## config.mk

```make
export PLATFORM = sky130hd
export DESIGN_NAME = perceptron_mac_core_flat
export DESIGN_NICKNAME = d
export VERILOG_FILES = /design/src/rtl/perceptron_pkg.sv /design/src/rtl/perceptron_mac_core_if.sv /design/src/rtl/perceptron_sat_add.sv /design/src/rtl/perceptron_mac_core.sv /design/src/flat_wrapper.sv
export SDC_FILE = /design/constraint.sdc
export NUM_CORES = 1
export LEC_CHECK = 0
export BUFFER_PORTS_ARGS = -buffer_cell sky130_fd_sc_hd__buf_2
export CAP_MARGIN = 5
export CORE_MARGIN = 2
export CORE_UTILIZATION = 50
export CTS_BUF_LIST = sky130_fd_sc_hd__clkbuf_4
export CTS_CLUSTER_SIZE = 12
export DETAILED_ROUTE_END_ITERATION = 16
export PLACE_DENSITY = 0.68
export SLEW_MARGIN = 20
export SYNTH_ARGS = -nofsm -noshare
export SYNTH_HDL_FRONTEND = slang
export SYNTH_SLANG_ARGS = --single-unit
```

## constraint.sdc

```tcl
create_clock -name clk -period 4.8 [get_ports clk]
set_clock_uncertainty 0.15 [all_clocks]
set_input_delay 0.48 -clock clk [delete_from_list [all_inputs] [get_ports clk]]
set_output_delay 0.48 -clock clk [all_outputs]
set_load 0.005 [all_outputs]
```

## src/rtl/perceptron_pkg.sv

```systemverilog
// rtl/perceptron_pkg.sv - shared types and width/saturation helpers for the perceptron MAC core
package perceptron_pkg;

    typedef enum logic [1:0] {
        ST_IDLE   = 2'd0,
        ST_ACC    = 2'd1,
        ST_DECIDE = 2'd2,
        ST_UPDATE = 2'd3
    } state_t;

    // Accumulator wide enough for bias plus N_INPUTS full-scale weights without overflow.
    function automatic int acc_width(input int n_inputs, input int w_width);
        return w_width + $clog2(n_inputs + 1);
    endfunction

    function automatic int sat_max(input int w_width);
        return (1 << (w_width - 1)) - 1;
    endfunction

    function automatic int sat_min(input int w_width);
        return -(1 << (w_width - 1));
    endfunction

endpackage

```

## src/rtl/perceptron_mac_core_if.sv

```systemverilog
// rtl/perceptron_mac_core_if.sv - config, start/result handshake bundle for the perceptron MAC core
interface perceptron_mac_core_if
    import perceptron_pkg::*;
#(
    parameter int N_INPUTS = 8,
    parameter int W_WIDTH  = 8
);
    localparam int IDX_W = $clog2(N_INPUTS + 1);
    localparam int ACC_W = acc_width(N_INPUTS, W_WIDTH);

    logic                      cfg_we;
    logic [IDX_W-1:0]          cfg_addr;
    logic signed [W_WIDTH-1:0] cfg_wdata;
    logic                      start;
    logic [N_INPUTS-1:0]       x_in;
    logic                      learn;
    logic                      target;
    logic                      busy;
    logic                      done;
    logic                      fire;
    logic signed [ACC_W-1:0]   sum;

    modport master (
        output cfg_we, cfg_addr, cfg_wdata, start, x_in, learn, target,
        input  busy, done, fire, sum
    );

    modport slave (
        input  cfg_we, cfg_addr, cfg_wdata, start, x_in, learn, target,
        output busy, done, fire, sum
    );

endinterface

```

## src/rtl/perceptron_sat_add.sv

```systemverilog
// rtl/perceptron_sat_add.sv - signed saturating add of +/-LR to one weight
module perceptron_sat_add
    import perceptron_pkg::*;
#(
    parameter int W_WIDTH = 8,
    parameter int LR      = 1
) (
    input  logic signed [W_WIDTH-1:0] a,
    input  logic                      up,
    output logic signed [W_WIDTH-1:0] y
);
    localparam logic signed [W_WIDTH:0]   STEP  = (W_WIDTH + 1)'(LR);
    localparam logic signed [W_WIDTH-1:0] MAX_V = W_WIDTH'(sat_max(W_WIDTH));
    localparam logic signed [W_WIDTH-1:0] MIN_V = W_WIDTH'(sat_min(W_WIDTH));

    logic signed [W_WIDTH:0] ext;

    // One guard bit: disagreement between the top two bits means the result left the range.
    always_comb begin
        ext = up ? ({a[W_WIDTH-1], a} + STEP) : ({a[W_WIDTH-1], a} - STEP);
        if (ext[W_WIDTH] != ext[W_WIDTH-1]) begin
            y = ext[W_WIDTH] ? MIN_V : MAX_V;
        end else begin
            y = ext[W_WIDTH-1:0];
        end
    end

endmodule

```

## src/rtl/perceptron_mac_core.sv

```systemverilog
// rtl/perceptron_mac_core.sv - serial-MAC single-neuron perceptron with optional perceptron-rule learning
module perceptron_mac_core
    import perceptron_pkg::*;
#(
    parameter int N_INPUTS = 8,
    parameter int W_WIDTH  = 8,
    parameter int LR       = 1
) (
    input  logic                 clk,
    input  logic                 rst,
    perceptron_mac_core_if.slave bus
);
    localparam int IDX_W = $clog2(N_INPUTS + 1);
    localparam int ACC_W = acc_width(N_INPUTS, W_WIDTH);
    localparam logic [IDX_W-1:0] LAST_X = IDX_W'(N_INPUTS - 1);
    localparam logic [IDX_W-1:0] BIAS_A = IDX_W'(N_INPUTS);

    state_t                    state_q, state_d;
    logic [IDX_W-1:0]          index_q;
    logic [N_INPUTS-1:0]       x_q;
    logic                      learn_q, target_q;
    logic signed [ACC_W-1:0]   acc_q;
    logic signed [W_WIDTH-1:0] w_q [0:N_INPUTS];
    logic                      busy_q, done_q, fire_q;
    logic signed [ACC_W-1:0]   sum_q;

    logic                      wr_en;
    logic [IDX_W-1:0]          wr_addr;
    logic signed [W_WIDTH-1:0] wr_data;
    logic                      accept, finish;

    // Bias sits at index N_INPUTS and behaves as an always-set input.
    logic [N_INPUTS:0]         x_ext;
    logic                      x_cur;
    logic signed [W_WIDTH-1:0] w_cur;
    logic signed [ACC_W-1:0]   w_cur_ext;
    logic signed [W_WIDTH-1:0] upd_w;
    logic                      acc_ge0;
    logic                      cfg_hit;
    logic signed [W_WIDTH-1:0] bias_now;

    assign x_ext     = {1'b1, x_q};
    assign x_cur     = x_ext[index_q];
    assign w_cur     = w_q[index_q];
    assign w_cur_ext = ACC_W'(w_cur);
    assign acc_ge0   = ~acc_q[ACC_W-1];
    assign cfg_hit   = bus.cfg_we && (bus.cfg_addr <= BIAS_A);
    // A bias write in the start cycle must already be seen by the accumulator seed.
    assign bias_now  = (cfg_hit && (bus.cfg_addr == BIAS_A)) ? bus.cfg_wdata : w_q[N_INPUTS];

    perceptron_sat_add #(
        .W_WIDTH (W_WIDTH),
        .LR      (LR)
    ) u_sat_add (
        .a  (w_cur),
        .up (target_q),
        .y  (upd_w)
    );

    always_ff @(posedge clk or posedge rst) begin
        if (rst) begin
            state_q <= ST_IDLE;
        end else begin
            state_q <= state_d;
        end
    end

    always_comb begin
        state_d = state_q;
        wr_en   = 1'b0;
        wr_addr = bus.cfg_addr;
        wr_data = bus.cfg_wdata;
        accept  = 1'b0;
        finish  = 1'b0;
        case (state_q)
            ST_IDLE: begin
                wr_en = cfg_hit;
                if (bus.start) begin
                    accept  = 1'b1;
                    state_d = ST_ACC;
                end
            end
            ST_ACC: begin
                if (index_q == LAST_X) state_d = ST_DECIDE;
            end
            ST_DECIDE: begin
                if (learn_q && (acc_ge0 != target_q)) begin
                    state_d = ST_UPDATE;
                end else begin
                    state_d = ST_IDLE;
                    finish  = 1'b1;
                end
            end
            ST_UPDATE: begin
                wr_en   = x_cur;
                wr_addr = index_q;
                wr_data = upd_w;
                if (index_q == BIAS_A) begin
                    state_d = ST_IDLE;
                    finish  = 1'b1;
                end
            end
            default: state_d = ST_IDLE;
        endcase
    end

    always_ff @(posedge clk or posedge rst) begin
        if (rst) begin
            for (int i = 0; i <= N_INPUTS; i++) w_q[i] <= '0;
        end else if (wr_en) begin
            w_q[wr_addr] <= wr_data;
        end
    end

    always_ff @(posedge clk or posedge rst) begin
        if (rst) begin
            index_q  <= '0;
            x_q      <= '0;
            learn_q  <= 1'b0;
            target_q <= 1'b0;
            acc_q    <= '0;
            busy_q   <= 1'b0;
            done_q   <= 1'b0;
            fire_q   <= 1'b0;
            sum_q    <= '0;
        end else begin
            done_q <= finish;
            case (state_q)
                ST_IDLE: begin
                    if (accept) begin
                        x_q      <= bus.x_in;
                        learn_q  <= bus.learn;
                        target_q <= bus.target;
                        acc_q    <= ACC_W'(bias_now);
                        index_q  <= '0;
                        busy_q   <= 1'b1;
                    end
                end
                ST_ACC: begin
                    acc_q   <= acc_q + (x_cur ? w_cur_ext : '0);
                    index_q <= index_q + 1'b1;
                end
                ST_DECIDE: begin
                    sum_q   <= acc_q;
                    fire_q  <= acc_ge0;
                    index_q <= '0;
                end
                ST_UPDATE: begin
                    index_q <= index_q + 1'b1;
                end
                default: ;
            endcase
            if (finish) begin
                busy_q  <= 1'b0;
                index_q <= '0;
            end
        end
    end

    assign bus.busy = busy_q;
    assign bus.done = done_q;
    assign bus.fire = fire_q;
    assign bus.sum  = sum_q;

endmodule

```

## src/flat_wrapper.sv

```systemverilog
// flat-port wrapper written by rule: the top's interface ports become plain ports
module perceptron_mac_core_flat import perceptron_pkg::*;
#(
    parameter int N_INPUTS = 8,
    parameter int W_WIDTH  = 8,
    parameter int LR       = 1
)
  (clk, rst, bus_cfg_we, bus_cfg_addr, bus_cfg_wdata, bus_start, bus_x_in, bus_learn, bus_target, bus_busy, bus_done, bus_fire, bus_sum);
  perceptron_mac_core_if #(.N_INPUTS(N_INPUTS), .W_WIDTH(W_WIDTH)) bus_i ();
  input  logic clk;
  input  logic rst;
  input wire logic [$bits(bus_i.cfg_we)-1:0] bus_cfg_we;
  input wire logic [$bits(bus_i.cfg_addr)-1:0] bus_cfg_addr;
  input wire logic [$bits(bus_i.cfg_wdata)-1:0] bus_cfg_wdata;
  input wire logic [$bits(bus_i.start)-1:0] bus_start;
  input wire logic [$bits(bus_i.x_in)-1:0] bus_x_in;
  input wire logic [$bits(bus_i.learn)-1:0] bus_learn;
  input wire logic [$bits(bus_i.target)-1:0] bus_target;
  output wire logic [$bits(bus_i.busy)-1:0] bus_busy;
  output wire logic [$bits(bus_i.done)-1:0] bus_done;
  output wire logic [$bits(bus_i.fire)-1:0] bus_fire;
  output wire logic [$bits(bus_i.sum)-1:0] bus_sum;
  assign bus_i.cfg_we = bus_cfg_we;
  assign bus_i.cfg_addr = bus_cfg_addr;
  assign bus_i.cfg_wdata = bus_cfg_wdata;
  assign bus_i.start = bus_start;
  assign bus_i.x_in = bus_x_in;
  assign bus_i.learn = bus_learn;
  assign bus_i.target = bus_target;
  assign bus_busy = bus_i.busy;
  assign bus_done = bus_i.done;
  assign bus_fire = bus_i.fire;
  assign bus_sum = bus_i.sum;
  perceptron_mac_core #(.N_INPUTS(N_INPUTS), .W_WIDTH(W_WIDTH), .LR(LR)) u_core (.clk(clk), .rst(rst), .bus(bus_i));
endmodule
```

==> out/qor.csv <==
metric,value,unit
Critical Path RT,5.05,ns
Vias/cell,5.76,
final period utilization,90.8,%
synth-to-layout area growth,10.6,%
hold slack,-0.0208,ns
CP arrival,4.61,ns
Sequential Area,2880,um2
Yosys top cell by area,dfrtp_1,
Global Route Usage Sum,23.1,%
Hold Crit Class,input port to asynchronous set/reset pin,
Crit. End Element,register,
crit path time final,4.36,ns
fin area,7140,um2
routed via count,5035,
"Avg Cell Area, Syn",10.1,um2
DR iter-0 viols,358,
initial antenna violation count,0,
Final setup viols,0,
Layout Nets,738,
Die Height,118,um
largest net degree at the start of global routing,77,
# diodes,0,
number of synthesized flops with an enable pin,0,
GR peak layer,met2,
P_leak,0.00320,uW
most frequent cells in the layout,"dfrtp_1, nand2_1, o21ai_1",
PostCTS Resize Cnt,0,
Setup TNS Final,0,ns
Pins Over Slew Limit,0,
ys async rst share,100,%
worst-case clock buffer depth,2,
"commonest non-fill, non-tap cell in the layout",dfrtp_1,
Rel. slew slack,38.4,%
die area,13800,um2
final core utilization,56.6,%
Crit Path Class,register to register,
ANT nets after route,0,
WL per Instance,17.4,um
failing checks,negative hold slack,
clk sinks,115,
Core Region,12600,um2
detailed placement HPWL,11000,um
Post-Syn Area,6460,um2
Yosys reg bits,115,
number of clock buffers inserted by TritonCTS,17,
Detailed Route WL,15300,um
dominant synthesized flop cell,dfrtp_1,
# Post-CTS Setup Buffers,0,
met2 Resource Use GR,38.4,%
Placer Congestion,0.910,
io pins,41,
Pwr Density,740,nW/um2
Hold Fails Final Rpt,15,
Cell variety after synth,75,
residual DRC count,0,
Synth Instances,640,
status,"finished, violations left",
first-pass GRT wire length,25500,um
Chip Width,118,um
Post-Place Cell Area,6830,um2
H-tree lvl count,4,
top-area cell type share of the netlist area,44.6,%
register area share after synthesis,44.6,%
Worst-path clk slew,0.11,ns
yosys warns,0,
Root Buffer,clkbuf_4,
hold_buf cts,6,
syn_nets,689,
vias in the first global route,5009,
unrepaired setup endpoints after global routing,false,
GR Layer Usage met1,30.2,%
num rows,41,
Initial Util,51.2,%
max frequency,230,MHz
area occupied by multi-input gates,3340,um2
clk_lat worst skew,0.55,ns
Synth area leaders,"dfrtp_1, o21ai_1, nand2_1",
grt ovf,0,
FILL cells,1153,
Max VDD drop,0.232,mV
share of post-route cells with drive strength above 1,20.9,%
first drt pass iteration count,5,
Worst-Margin Slew,0.924,ns
# port buffers,40,
"critical path fanouts, max",12,
met3 Use GR,4.60,%
Startpoint Class,register,
CTS tree,done,
Max Cap Viol,0,
-- stage by stage --
stage | setup slack [ns] | total power, uW | std cells
after floorplan | 0.713 | 3900 | 640
after global placement | 0.389 | 4570 | 836
after detailed placement | 0.473 | 4640 | 836
after CTS | 0.434 | 5300 | 874
after global routing | 0.122 | 5720 | 874
final | 0.443 | 5290 | 874
-- per-layer routing --
| metal | share of wire, % | routed length [um] | vias up |
|---|---|---|---|
| li1 | - | - | 2428 |
| met1 | 44 | 6730 | 2456 |
| met2 | 49 | 7520 | 128 |
| met3 | 4.8 | 727 | 23 |
| met4 | 1.8 | 272 | 0 |
| met5 | 0 | 0 | - |
-- power by group --
part	total (uW)	internal, uW	switching (uW)	leakage, uW
Combinational	3010	1280	1720	0.00158
Sequential	1630	1370	264	0.00149
Clock	652	265	387	0.000130
Total	5290	2910	2380	0.00320
-- cell usage after synthesis, drive strengths merged (3+ instances only) --
cell,count
dfrtp,115
mux4,17
and2,8
mux2,28
nor4b,3
o21ai,106
or3,4
ha,21
nand3,8
a211oi,6
a21oi,20
o211ai,6
mux2i,21
nor2,25
nor3,6
clkbuf,10
nand4,3
xnor2,5
nor2b,3
and3,4
nand2,109
o21a,3
inv,23
a21boi,3
o22ai,8
a21o,6
a31oi,5
buf,19
xor2,4
-- cells by family after synthesis --
| kind of cell | synth area share (%) |
|---|---|
| xor+xnor | 1.22 |
| buf+inv | 3.66 |
| simple gates | 12.6 |
| fa+ha+maj | 5.02 |
| compound gates | 18.5 |
| flops | 44.6 |
| mux | 14.5 |
-- flip-flops by register name, summed over array words and instances (netlist names) --
register and cells:
u_core.bus.done 1, u_core.index_q 4, u_core.state_q 2, u_core.x_q 8, u_core.bus.fire 1, u_core.learn_q 1, u_core.bus.busy 1, u_core.w_q 72
u_core.acc_q 12, u_core.bus.sum 12, u_core.target_q 1
-- path summary, 6_finish.rpt --
kind,slack (ns),depth (start not counted),start,to
max reg2reg,0.44,13,u_core.index_q[1],u_core.w_q[29]
min reg2reg,0.34,2,u_core.w_q[37],u_core.w_q[37]
max,0.44,13,u_core.index_q[1],u_core.w_q[29]
max in group asynchronous,3.45,3,rst,u_core.acc_q[0]
min,-0.02,2,rst,u_core.w_q[47]
min in group clk,0.02,2,bus_target,u_core.target_q
-- area by class of cell --
type                            instances  share of cell area, %
Clock buffer                           19                   2.00
Clock inverter                         13                   1.59
Sequential cell                       115                   40.3
Timing Repair Buffer                   59                   5.01
Tap cell                              172                   3.01
Inverter                               24                   1.30
Multi-Input combinational cell        472                   46.8
-- critical path, stage by stage, from the launching register on --
cell	delay, ns
dfrtp_1	0.65
buf_4	0.31
buf_4	0.17
mux4_2	0.28
mux2i_1	0.21
o21ai_1	0.12
ha_1	0.37
a21oi_1	0.35
o211ai_1	0.23
a211oi_1	0.40
a211oi_2	0.16
a21o_1	0.29
o22ai_2	0.38
o21ai_1	0.13
(Power assumes the default switching activity.)
